**src/rtl/muntjac_fetch_queue.sv**
```systemverilog
`default_nettype none
// +--------------------------------------------------------------------------+
// | muntjac_fetch_queue: in-order fetch-to-decode circular queue, opt bypass |
// | Revision: 1.0                                                            |
// +--------------------------------------------------------------------------+
module muntjac_fetch_queue #(
  parameter int unsigned DEPTH       = 4,
  parameter int unsigned PC_WIDTH    = 64,
  parameter int unsigned INSTR_WIDTH = 32,
  parameter int unsigned EX_WIDTH    = 68,
  parameter bit          BYPASS      = 1'b1
) (
  input  logic                         clk_i,
  input  logic                         rst_i,
  input  logic                         flush_i,
  input  logic                         in_valid_i,
  output logic                         in_ready_o,
  input  logic [PC_WIDTH-1:0]          in_pc_i,
  input  logic [3:0]                   in_if_reason_i,
  input  logic [INSTR_WIDTH-1:0]       in_instr_i,
  input  logic                         in_ex_valid_i,
  input  logic [EX_WIDTH-1:0]          in_exception_i,
  output logic                         out_valid_o,
  input  logic                         out_ready_i,
  output logic [PC_WIDTH-1:0]          out_pc_o,
  output logic [3:0]                   out_if_reason_o,
  output logic [INSTR_WIDTH-1:0]       out_instr_o,
  output logic                         out_ex_valid_o,
  output logic [EX_WIDTH-1:0]          out_exception_o,
  output logic [$clog2(DEPTH+1)-1:0]   count_o
);

  localparam int unsigned c_cnt_w = $clog2(DEPTH + 1);
  localparam int unsigned c_ptr_w = (DEPTH > 1) ? $clog2(DEPTH) : 1;
  localparam int unsigned c_ent_w = PC_WIDTH + 4 + INSTR_WIDTH + 1 + EX_WIDTH;
  localparam logic [c_ptr_w-1:0] c_last_ptr = c_ptr_w'(DEPTH - 1);
  localparam logic [c_cnt_w-1:0] c_full_cnt = c_cnt_w'(DEPTH);
  localparam logic [c_cnt_w-1:0] c_cnt_one  = c_cnt_w'(1);

  logic [c_ent_w-1:0] r_mem [DEPTH];
  logic [c_ptr_w-1:0] r_rd_ptr;
  logic [c_ptr_w-1:0] r_wr_ptr;
  logic [c_cnt_w-1:0] r_count;

  logic               w_empty;
  logic               w_byp_fire;
  logic               w_out_valid;
  logic               w_enq;
  logic               w_deq;
  logic [c_ent_w-1:0] w_in_ent;
  logic [c_ent_w-1:0] w_out_ent;

  function automatic logic [c_ptr_w-1:0] f_ptr_inc(input logic [c_ptr_w-1:0] p);
    return (p == c_last_ptr) ? '0 : p + 1'b1;
  endfunction

  assign w_empty    = (r_count == '0);
  assign in_ready_o = (r_count != c_full_cnt);
  assign w_in_ent   = {in_pc_i, in_if_reason_i, in_instr_i, in_ex_valid_i, in_exception_i};

  // With an empty queue the bypass path presents the input directly to decode.
  if (BYPASS) begin : g_bypass
    assign w_byp_fire  = w_empty & in_valid_i & out_ready_i & ~flush_i;
    assign w_out_valid = ~flush_i & (w_empty ? in_valid_i : 1'b1);
    assign w_out_ent   = w_empty ? w_in_ent : r_mem[r_rd_ptr];
  end else begin : g_no_bypass
    assign w_byp_fire  = 1'b0;
    assign w_out_valid = ~flush_i & ~w_empty;
    assign w_out_ent   = r_mem[r_rd_ptr];
  end

  assign w_enq = in_valid_i & in_ready_o & ~flush_i & ~w_byp_fire;
  assign w_deq = w_out_valid & out_ready_i & ~w_empty;

  // Reset is asynchronous, so valid is masked while it is held.
  assign out_valid_o = w_out_valid & ~rst_i;
  assign {out_pc_o, out_if_reason_o, out_instr_o, out_ex_valid_o, out_exception_o} = w_out_ent;
  assign count_o = r_count;

  always_ff @(posedge clk_i or posedge rst_i) begin
    if (rst_i) begin
      r_rd_ptr <= '0;
      r_wr_ptr <= '0;
      r_count  <= '0;
    end else if (flush_i) begin
      r_rd_ptr <= '0;
      r_wr_ptr <= '0;
      r_count  <= '0;
    end else begin
      if (w_enq) r_wr_ptr <= f_ptr_inc(r_wr_ptr);
      if (w_deq) r_rd_ptr <= f_ptr_inc(r_rd_ptr);
      if (w_enq && !w_deq) begin
        r_count <= r_count + c_cnt_one;
      end else if (!w_enq && w_deq) begin
        r_count <= r_count - c_cnt_one;
      end
    end
  end

  // Payload storage is never cleared; only the pointers define what is live.
  always_ff @(posedge clk_i) begin
    if (w_enq) r_mem[r_wr_ptr] <= w_in_ent;
  end

endmodule
`default_nettype wire

```
**config.mk**
```make
export PLATFORM = sky130hd
export DESIGN_NAME = muntjac_fetch_queue
export DESIGN_NICKNAME = d
export VERILOG_FILES = /design/src/rtl/muntjac_fetch_queue.sv
export SDC_FILE = /design/constraint.sdc
export NUM_CORES = 1
export LEC_CHECK = 0
export ABC_AREA = 1
export CORE_MARGIN = 1
export CORE_UTILIZATION = 55
export CTS_CLUSTER_SIZE = 28
export DETAILED_ROUTE_END_ITERATION = 8
export PLACE_DENSITY = 0.87
export SETUP_SLACK_MARGIN = 0.5
export SYNTH_ARGS = -nofsm -noshare
export SYNTH_HDL_FRONTEND = slang
export SYNTH_SLANG_ARGS = --single-unit
```
**constraint.sdc**
```tcl
create_clock -name clk_i -period 11.8 [get_ports clk_i]
set_input_delay 1.18 -clock clk_i [delete_from_list [all_inputs] [get_ports clk_i]]
set_output_delay 1.18 -clock clk_i [all_outputs]
set_load 0.02 [all_outputs]
```
# ---- Word-level counts from Yosys, hierarchy flattened
# Memory sizes are Yosys's and may differ from the RTL's.
# Cells that the tools add are included.
dict set report classes {
  multipliers 0
  n_mux 13
  add_sub_neg 4
  n_div 0
  reduce_logical 8
  bitwise_logic 14
  eq_ne 3
  n_shift 0
  n_lt_le_gt_ge 0
}
# operator n
set op_table {}
lappend op_table {{169-bit 2-to-1 mux} 1}
lappend op_table {{2-bit 2-to-1 mux} 6}
lappend op_table {{1-bit bitwise AND} 10}
lappend op_table {{3-bit 2-to-1 mux} 3}
lappend op_table {{2-bit by 1-bit adder with 2-bit output (second input constant)} 2}
lappend op_table {{2-bit equality test (second input constant)} 2}
lappend op_table {{1-bit inverter} 4}
lappend op_table {{2-bit nonzero test} 2}
lappend op_table {{3-bit by 1-bit adder with 3-bit output (second input constant)} 1}
lappend op_table {{3-bit logical NOT} 1}
lappend op_table {{1-bit 2-to-1 mux} 3}
lappend op_table {{3-bit inequality test (second input constant)} 1}
lappend op_table {{3-bit nonzero test} 1}
lappend op_table {{3-bit by 1-bit subtractor with 3-bit output (second input constant)} 1}
lappend op_table {{1-bit logical AND} 2}
lappend op_table {{1-bit logical NOT} 2}
dict set report word_totals {
  n_memories 1
  mem_bits_ro 0
  latch_bits 0
  ramBits 676
  regBits 7
  output_inout_bits 174
}
# name words width rd rd_ports_with_merged_regs wr line
set mem_list {}
lappend mem_list {r_mem 4 169 1 0 1 40} ;# logic [c_ent_w-1:0] r_mem [DEPTH];

# ---- Logic depth before layout (Yosys ltp)
# Gate-level depths: netlist of run 1.
dict set report logic_depth {
  word_depth 11
  ltp_mapped 11
  depth_no_buf 11
}

# ---- Least setup slack after synthesis of run 1
# Ideal clock, no wire load.
dict set report synth_path {
  kind {input-to-reg}
  startpoint {input flush_i}
  endpoint {memory r_mem[0][0] (netlist name) (enable)}
  setup_ps 700
  path_slack_ps 2437
  t_required_ps 11100
  arrival_time_ps 8663
  stages 5
  path_cell_list {inv_2 > nand2_1 > a21oi_2 > inv_2 > nor2_1}
}
dict set report synth_between {
  elab_chain_cells 6
  word_cells_on_any_way 7
  classes_between {2 x mux; 5 x bitwise}
}
# element line
set synth_rtl {}
lappend synth_rtl {{start, declared} 15} ;# input logic flush_i,
lappend synth_rtl {{1-bit inverter (*)} {63, 72}}
lappend synth_rtl {{1-bit bitwise AND} 63} ;# assign w_byp_fire = w_empty & in_valid_i & out_ready_i & ~flush_i;
lappend synth_rtl {{1-bit inverter} 72} ;# assign w_enq = in_valid_i & in_ready_o & ~flush_i & ~w_byp_fire;
lappend synth_rtl {{1-bit bitwise AND (*)} 72}
lappend synth_rtl {{1-bit 2-to-1 mux (*)} 102} ;# if (w_enq) r_mem[r_wr_ptr] <= w_in_ent;
lappend synth_rtl {{1-bit 2-to-1 mux (implied by the code) (*)} 102}
lappend synth_rtl {{end, declared} 40}
# Mark *: on every way between the ends. The rest lies on a longest branch, timed or not.

# ---- Worst setup path after layout of run 1
dict set report layout_path {
  startpoint {register r_rd_ptr[0]}
  endpoint {output out_exception_o[14]}
}
dict set report layout_between {
  elab_chain_cells 2
}
# element line
set layout_rtl {}
lappend layout_rtl {{start, declared} 41} ;# logic [c_ptr_w-1:0] r_rd_ptr;
lappend layout_rtl {{start signal, assigned} 91} ;# if (w_deq) r_rd_ptr <= f_ptr_inc(r_rd_ptr);
lappend layout_rtl {{memory read 4 x 169 bit} --}
lappend layout_rtl {{169-bit 2-to-1 mux} 65} ;# assign w_out_ent = w_empty ? w_in_ent : r_mem[r_rd_ptr];
lappend layout_rtl {{end, declared} 29} ;# output logic [EX_WIDTH-1:0] out_exception_o,
# No other way between the ends.

==> impl_metrics.csv, run 1 <==
group,metric,value,unit
status,run_status,"finished, final reports clean",
die,die_area,0.0511,mm2
synthesis,synth_most_common_cell,"nor2_1",
layout,diodes,0,
synthesis,syn_avg_cell_area,12.3,um2
clock_network,clock_path_buffers,3,
worst_hold_path,hp-class,"flip-flop to flip-flop",
worst_setup_path,crit_fanout,131,
placed_design,gp_congestion,0.793,
sta,report.final.slew_viol_count,0,
routing,dr.first_iter.drc_count,1914,
power_and_ir_drop,p_leak,11.1,nW
routing,wire_per_inst,20.7,um
worst_setup_path,reg2regPathDepth,7,
synthesis,ys_warn_count,0,
synthesis,syn_inst,2246,
sta,min_period_over_period,0.466,
clock_network,cts_tree,"built",
clock_network,clock-root-buffer,"clkbuf_16",
placed_design,io_buffers,347,
clock_network,clk_latency,0.60,ns
synthesis,synth-compound-area-share,0.101,
sta,finalSetupTns,0,ns
layout,multi_input_area,0.00624,mm2
layout,final_cells,3250,
synthesis,synth_top_family_by_area,"simple AND/OR/NAND/NOR gates",
grt,grt_max_degree,137,
synthesis,synth_flop_cell,"edfxtp_1",
power_and_ir_drop,power,9.01,mW
worst_setup_path,critPathCaptureType,"output port",
routing,ant_nets,0,
grt,grt_pass1_wl,102,mm
placed_design,hpwl,36.2,mm
sta,rsz0062_at_grt,"false",
routing,met2_length,33.7,mm
worst_setup_path,cp.required,10.62,ns
run,cap_violations,0,
worst_setup_path,cp.arrival,4.32,ns
routing,firstDrtPassIters,7,
clock_network,cts_resized,0,
layout,register_area,0.0205,mm2
synthesis,synth-simple-area-share,0.120,
routing,dr.max_layer_used,"met5",
worst_setup_path,max_stage_delay,0.93,ns
routing,wl_met1,25.7,mm
synthesis,synth_seq_cells,683,
routing,drc,0,
layout,postLayoutCellArea,0.0334,mm2
power_and_ir_drop,power.density,270,mW/mm2
synthesis,synth_nets,2426,
synthesis,synthDominantCellAreaShare,0.735,
routing,vias,19100,
die,num_rows,81,
worst_hold_path,holdPathStages,2,
sta,hold_viol,0,
clock_network,cts_sinks,683,
layout,syn_to_final_growth,20.9,%
routing,viasPerCell,5.86,
die,die_h,226,um
grt,grt_usage,0.260,
sta,tightest_slew,1.20,ns
die,start_util,0.561,
sta,slew_headroom,0.198,
worst_setup_path,critPathKind,"flip-flop to output port",
worst_setup_path,critPathLaunchType,"flip-flop",
worst_setup_path,cp_slowest_cell,"buf_4",
synthesis,syn_area,0.0276,mm2
clock_network,postCtsSetupBuffers,0,
synthesis,synthMuxAreaShare,0,
synthesis,synthDistinctLibCells,30,
sta,setup_viol,0,
synthesis,synthTopCellsByArea,"edfxtp_1, nor2_1, o21ai_0, a31oi_1, o21ai_1",
routing,wirelength,67.4,mm
die,boundaryPins,348,
grt,antenna_found_initial,3,
routing,wl_met3,6.22,mm
grt,grt_overflow,0,
synthesis,synthTopCellsByCount,"nor2_1, edfxtp_1, o21ai_0",
synthesis,synth_largest_area_cell,"edfxtp_1",
layout,drive_gt1_frac,0.0514,
synthesis,synth_edf_count,676,
clock_network,clk_pin_slew_worst_paths,0.06,ns
synthesis,synthAdderAreaFrac,0.00299,
sta,fmax,0.182,GHz
sta,hold_ws,0.619,ns
clock_network,cts_buffers,69,
worst_setup_path,path_cells,"inv_8, buf_4, o21ai_0, a31oi_1, clkdlybuf4s50_1",
sta,finClkSkew,0.0183,ns
sta,period_needed,5.50,ns
power_and_ir_drop,irDropWorstVdd,0.508,mV
clock_network,htree_levels,3,
layout,finalNetCount,2716,
synthesis,async_flop_share,0.0102,
layout,fillers,3243,
die,chipWidth,226,um
placed_design,place_area,0.0313,mm2
synthesis,synthXorXnorAreaFrac,0.000317,
clock_network,cts-hold-fix-buffers,0,
grt,first_global_vias,18800,
die,core_area,0.0493,mm2
placed_design,place_inst,3129,
synthesis,synth-seq-area-share,0.741,
cells by family (layout without fill, tap and decap cells):
kind of cell             after synthesis  in the layout
buffers and inverters                166            506
XOR/XNOR                               1              1
adder cells (fa/ha/maj)                6              6
AO/OA/AOI/OAI                        514            514
flip-flops                           683            683
AND/OR/NAND/NOR                      876            876
area by class of cell:
class                           instances  area share
Clock buffer                           87      0.0559
Tap cell                              664      0.0249
Clock inverter                         34     0.00783
Sequential cell                       683       0.613
Inverter                               17     0.00228
Multi-Input combinational cell       1397       0.187
Timing Repair Buffer                  368       0.109
sequential cells by signal, summed over array words and instances (netlist names):
signal    count
r_rd_ptr      2
r_wr_ptr      2
count_o       3
r_mem       676
critical path: cells and delay by family (launching register included):
family / cells / cell delay (ns)
AO/OA/AOI/OAI: 2 / 0.62
flip-flops: 1 / 0.76
buffers and inverters: 3 / 2.18
worst paths after layout:
path	from	endpoint	slack (ns)
max	r_rd_ptr[0]	out_exception_o[14]	6.30
min	count_o[2]	count_o[2]	0.62
max reg2reg	count_o[2]	r_mem[2][87]	8.19
min reg2reg	count_o[2]	count_o[2]	0.62
max in group asynchronous	rst_i	r_rd_ptr[1]	10.64
min in group asynchronous	rst_i	count_o[2]	0.89
metal layers:
layer	up-vias	GRT usage
met5	-	0
met3	145	0.0582
met1	9321	0.330
li1	8623	-
met4	6	0.104
met2	963	0.436
stage by stage:
step,utilization,worst slack [ns]
3_3_place_gp,0.635,7.07
4_1_cts,0.678,6.26
2_1_floorplan,-,2.44
3_5_place_dp,0.635,6.93
6_report,0.678,6.30
5_1_grt,0.678,6.05
power breakdown:
group | internal [mW] | leakage, nW | switching, mW | total (mW)
clock network | 1.19 | 1.04 | 0.891 | 2.08
logic | 1.52 | 3.88 | 2.52 | 4.03
registers | 2.80 | 6.21 | 0.101 | 2.90
cells in the final DEF (no fill, tap or decap), drive strengths merged:
master and instances:
clkinv 25, nand2 18, a21oi 2, fa 1
nand4 1, edfxtp 676, buf 21, ha 5
clkbuf 87, a22oi 1, o21ai 342, or2 1
nand3b 1, clkinvlp 2, clkdlybuf4s50 347, bufinv 3
inv 21, dfrtp 7, xor2 1, nand3 4
nor2 851, a31oi 169
Power figures use the tool's default switching activity.
==> inputs of run 2 (changes only) <==
==> constraint.sdc (replaced) <==
create_clock -name clk_i -period 5.2 [get_ports clk_i]
set_input_delay 0.52 -clock clk_i [delete_from_list [all_inputs] [get_ports clk_i]]
set_output_delay 0.52 -clock clk_i [all_outputs]
set_load 0.02 [all_outputs]
==> run 2 against run 1 <==
Against the previous run:
- wire length rose by 0.96%
- sequential power is 130% higher
- non-clock buffer count up 2
- critical endpoint is now out_exception_o[66]
- via count up 0.84%
- clock-buffer cell count decreased by 5
- power up 130%
- critical path depth grew 1
==> impl_metrics.csv, run 2 (synthesized netlist as in run 1, its figures left out) <==
group,metric,value,unit
grt,grt_pass1_wl,102,mm
placed_design,gp_congestion,0.791,
die,num_rows,81,
power_and_ir_drop,p_leak,11.2,nW
grt,grt_overflow,0,
worst_setup_path,cp_slowest_cell,"dfrtp_4",
routing,ant_nets,0,
layout,mostFrequentLayoutCell,"nor2_1",
die,chipWidth,226,um
routing,met2_length,33.7,mm
clock_network,clock_path_buffers,3,
layout,fillers,3264,
clock_network,clk_latency,0.60,ns
sta,report.final.slew_viol_count,0,
layout,largest_reg_flops,676,
routing,dr.max_layer_used,"met5",
clock_network,cts_resized,0,
die,die_area,0.0511,mm2
routing,dr.first_iter.drc_count,2131,
worst_hold_path,hp-class,"primary input to asynchronous set/reset pin",
die,boundaryPins,348,
grt,grt_usage,0.262,
power_and_ir_drop,power,20.5,mW
worst_setup_path,path_cells,"buf_12, nor2_1, nor2_1, o21ai_0, a31oi_1, clkdlybuf4s50_1",
clock_network,clock-root-buffer,"clkbuf_16",
status,run_status,"finished, final reports clean",
sta,min_period_over_period,0.835,
die,core_area,0.0493,mm2
worst_setup_path,timing.critical_path.mode_cell,"nor2_1",
layout,final_cell_mix,"nor2_1, edfxtp_1, clkdlybuf4s50_1, o21ai_0, a31oi_1",
sta,fmax,0.230,GHz
run,cap_violations,0,
layout,finalNetCount,2717,
power_and_ir_drop,power.density,612,mW/mm2
sta,tightest_slew,1.15,ns
routing,viasPerCell,5.90,
worst_setup_path,critPathKind,"flip-flop to output port",
worst_setup_path,max_stage_delay,0.93,ns
routing,firstDrtPassIters,6,
sta,slew_headroom,0.233,
grt,antenna_found_initial,7,
worst_setup_path,crit_fanout,186,
die,die_h,226,um
sta,period_needed,4.34,ns
routing,vias,19200,
placed_design,io_buffers,347,
sta,layout_setup_ws,0.856,ns
placed_design,hpwl,36.0,mm
grt,grt_max_degree,187,
clock_network,htree_levels,3,
routing,drc,0,
layout,drive_gt1_frac,0.0518,
clock_network,cts_tree,"built",
clock_network,postCtsSetupBuffers,0,
sta,hold_viol,0,
sta,finClkSkew,0.0172,ns
power_and_ir_drop,irDropWorstVdd,0.592,mV
layout,regMostFlops,"r_mem",
worst_setup_path,cp.required,4.68,ns
clock_network,cts-hold-fix-buffers,0,
clock_network,cts_sinks,683,
die,start_util,0.561,
sta,setup_viol,0,
grt,first_global_vias,19100,
routing,wl_met3,6.56,mm
sta,rsz0062_at_grt,"false",
layout,syn_to_final_growth,21.5,%
worst_setup_path,critPathLaunchType,"flip-flop",
worst_setup_path,cp.arrival,3.82,ns
clock_network,clk_pin_slew_worst_paths,0.06,ns
routing,wire_per_inst,20.9,um
clock_network,cts_buffers,68,
worst_setup_path,critPathCaptureType,"output port",
routing,wl_met1,25.4,mm
placed_design,pre_cts_ws,1.69,ns
routing,wirelength,68.0,mm
==> run 2: routing by layer <==
layer  up-vias  track usage
met5         -            0
met4         8        0.127
li1       8633            -
met1      9323        0.325
met3       174       0.0696
met2      1081        0.427
==> run 2: area by class of cell <==
cell class              count  area [um2]  area share
diodes                      3        7.51    0.000224
clock buffers              82        1800      0.0535
clock inverters            40         345      0.0103
inverters                  17        78.8     0.00235
multi-input cells        1397        6240       0.186
flip-flops and latches    683       20500       0.610
well taps                 664         831      0.0248
repair buffers            370        3770       0.112
==> run 2: per-stage QoR <==
step | util | instance area [um2] | TNS (ns) | instances | hold slack (ns)
final | 0.681 | 33600 | 0 | 3256 | 0.213
after floorplan | - | 27600 | -441.00 | 2246 | 0.323
after CTS | 0.681 | 33500 | 0 | 3253 | 0.183
after global placement | 0.638 | 31400 | 0 | 3131 | 0.567
after global routing | 0.681 | 33600 | 0 | 3255 | 0.220
after detailed placement | 0.638 | 31400 | 0 | 3131 | 0.571
==> run 2: worst paths after layout <==
| check | startpoint | end | slack (ns) | cells after the start |
|---|---|---|---|---|
| min in group clk_i | in_pc_i[62] | r_mem[1][167] | 0.58 | 1 |
| setup / recovery | r_rd_ptr[0] | out_exception_o[66] | 0.86 | 6 |
| max in group asynchronous | rst_i | r_rd_ptr[1] | 4.72 | 2 |
| setup reg to reg | count_o[2] | count_o[2] | 2.36 | 11 |
| hold / removal | rst_i | r_rd_ptr[0] | 0.21 | 2 |
| hold reg to reg | count_o[0] | count_o[0] | 0.59 | 2 |
==> run 2: report_power, final <==
| part | switching (mW) | total (mW) | internal (mW) |
|---|---|---|---|
| clock | 2.02 | 4.74 | 2.72 |
| combinational | 5.77 | 9.27 | 3.50 |
| sequential | 0.184 | 6.53 | 6.35 |
==> run 2: worst max-delay path: cells and delay by family (launching register included) <==
family	cells	cell delay, ns
DFF	1	0.93
and+or+nand+nor	2	0.23
AOI/OAI and AO/OA	2	0.50
buffers and inverters	2	1.27
==> patch (flow settings as in run 2) <==
The parameter `BYPASS` goes from 1'b1 to 1'b0.
--- a/src/rtl/muntjac_fetch_queue.sv
+++ b/src/rtl/muntjac_fetch_queue.sv
@@ -9,5 +9,5 @@
   parameter int unsigned INSTR_WIDTH = 32,
   parameter int unsigned EX_WIDTH    = 68,
-  parameter bit          BYPASS      = 1'b1
+  parameter bit          BYPASS      = 1'b0
 ) (
   input  logic                         clk_i,
Function: changed (Yosys sat finds a counterexample within 4 cycles, from zero or initial values and one cycle with rst_i high).
==> patch against run 2 <==
  * Worst setup slack improved by 0.027 ns
  * Register-to-register slack improved by 0.12 ns
  * Synthesized area fell by 7.5%
  * Wire length fell by 14%
  * Highest routed layer unchanged
  * Total power fell by 12%
  * Non-clock buffer count rose by 9
  * Synthesized cell count fell by 24%
  * Design area fell by 6.2%
  * Sequential cell count did not move
  * Worst hold slack improved by 0.025 ns
==> patch: results (changes against run 2) <==
Status
  – Status: completed

Clock network
  – Clk_lat worst skew: 0.58 ns (-0.02 ns)
  – Num CTS Buffers: 66 (-2.9%)
  – Max clock buf depth: 3 (unchanged)
  – Post_cts resized: 0 (unchanged)
  – Root Driver: clkbuf_16
  – H-tree lvl count: 3 (unchanged)
  – Post-CTS Setup Bufs: 0 (unchanged)
  – Clk slew on worst S/H paths: 0.06 ns (about the same)

Critical path
  – Worst path max stage delay: 0.80 ns (-0.13 ns)
  – Slowest CP cell: dfrtp_4
  – Worst EP arrival: 3.80 ns (-0.02 ns)
  – Crit Path Max Fanout: 190 (+2.2%)

Logic synthesis
  – Compound-cell area share of the yosys netlist: 10.9% (+0.80 points)
  – Avg Inst Size Synth: 15.0 µm² (+22%)
  – Synth Area in Adders: 0.323% (+0.024 points)
  – Synth cell count leaders: 676 x edfxtp_1, 345 x nor2_1, 203 x o21ai_0
  – Top cells by area, synth: edfxtp_1 79%, nor2_1 5.1%, o22ai_1 4.1%, o21ai_0 4.0%, o21ai_1 2.8%
  – Synth unique cells: 22 (-27%)
  – Async SR Flop Fraction: 1.02% (unchanged)
  – Sequential fraction of the synthesis area: 80.1% (+6.0 points)
  – Synth Area in XOR/XNOR: 0.0343% (+0.0026 points)
  – Syn. warnings: 0 (unchanged)
  – Post-Syn Nets: 1879 (-23%)
  – Number of enable flip-flop cells after synthesis: 676 (unchanged)
  – Mux contribution to synthesized area: 0% (unchanged)

GRT
  – GRT Overall Usage: 24.7% (-1.5 points)
  – Initial antenna violation count: 5 (-2)
  – Vias in the first global route: 15868 (-17%)
  – First-pass GRT wire length: 88500 µm (-13%)
  – Largest net degree at the start of global routing: 192 (+2.7%)

Cells and area
  – Max reg flops: 676 (unchanged)
  – Non-filler instance count after layout: 2684 (-18%)
  – Fill cells: 2739 (-16%)
  – Nets: 2214 (-19%)
  – Layout cell share with drive strength beyond 1: 5.96% (+0.78 points)
  – Biggest register: r_mem

Placement
  – Final HPWL DP: 32800 µm (-9.0%)
  – Dpl cells: 2566 (-18%)
  – Placed Area: 29500 µm² (-6.2%)
  – Gpl congestion: 0.802 (+1.4%)
  – Port bufs: 347 (unchanged)

STA
  – Clock skew: 0.0201 ns (+0.00289 ns)
  – Slew @ Worst Pin: 1.12 ns (-0.0316 ns)

Pwr
  – Sw frac: 35.3% (-3.5 points)
  – Pleak: 0.0102 µW (-8.5%)
  – VDD IR max: 0.000502 V (-15%)

Routing
  – Drt pass-1 iters: 5 (-1)
  – DRC Markers: 0 (unchanged)
  – Final wirelength: 58800 µm (-14%)
  – Vias/cell: 5.94 (+0.70%)
  – Initial DRC Count: 1645 (-23%)

Worst hold path
  – Worst hold path class: input pin to asynchronous set/reset pin
==> patch: changes by cell type after synthesis, moves of 7 or more <==
cell	change
a31oi_1	-169
o21ai_1	+39
buf_4	-22
clkbuf_1	+29
buf_1	-7
buf_6	+18
buf_2	-36
clkbuf_2	-20
nor2_1	-505
o22ai_1	+169
o21ai_0	-37
==> patch: worst max-delay path: cells and delay by family, from the launching register on <==
family / cells / cell delay (ns)
flip-flops: 1 / 0.80
AO/OA/AOI/OAI: 2 / 0.27
buffers and inverters: 3 / 1.72
==> patch: layout make-up <==
| cell class | instances | area share (%) |
|---|---|---|
| clock buffers | 92 | 5.89 |
| diodes | 2 | 0.0159 |
| multi-input cells | 889 | 13.7 |
| clock inverters | 24 | 0.501 |
| inverters | 15 | 0.227 |
| well taps | 600 | 2.38 |
| repair buffers | 379 | 12.2 |
| flip-flops and latches | 683 | 65.1 |
==> patch: cell families (layout without fill, tap and decap cells) <==
kind of cell | count (synthesis) | in the layout
AOI/OAI and AO/OA | 514 | 514
xor gates and xnor gates | 1 | 1
adders and majority gates | 6 | 6
buffers and inverters | 127 | 510
DFF | 683 | 683
other | 0 | 2
and+or+nand+nor | 368 | 368
==> patch: power groups by stage <==
stage	clock network (µW)	registers (µW)	logic, µW
final	4490	6570	7000
after floorplan	0	6630	4060
after global routing	4760	6580	7440
after global placement	0	6650	6760
after CTS	4540	6560	7010
after detailed placement	0	6670	6920
==> patch: metal layers <==
| metal | track usage, % | share of wire (%) | vias to the layer above |
|---|---|---|---|
| li1 | - | - | 7117 |
| met3 | 6.92 | 9.8 | 113 |
| met2 | 41.0 | 50 | 814 |
| met5 | 0 | 0.068 | - |
| met1 | 31.3 | 38 | 7904 |
| met4 | 8.40 | 2.6 | 6 |
==> patch: path summary, 6_finish.rpt <==
kind,startpoint,slack [ns],end,cells past startpoint
worst max register to register,count_o[2]$_DFFE_PP0P_,2.48,r_mem[1][9]$_DFFE_PP_,4
worst min-delay path,rst_i,0.24,r_wr_ptr[0]$_DFFE_PP0P_,2
min in group clk_i,in_exception_i[20],0.56,r_mem[1][20]$_DFFE_PP_,1
max in group asynchronous,rst_i,4.67,r_rd_ptr[0]$_DFFE_PP0P_,2
worst min register to register,r_wr_ptr[1]$_DFFE_PP0P_,0.64,r_wr_ptr[1]$_DFFE_PP0P_,2
worst max-delay path,r_rd_ptr[0]$_DFFE_PP0P_,0.88,out_exception_o[62],5
==> patch: metrics by stage <==
stage                     TNS (ns)  utilization, %  setup WS (ns)
after floorplan            -454.62               -         -0.673
after global placement           0            64.6           1.82
after detailed placement         0            64.6           1.74
after CTS                        0            69.1           1.06
after global routing             0            69.1          0.881
final                            0            69.1          0.883
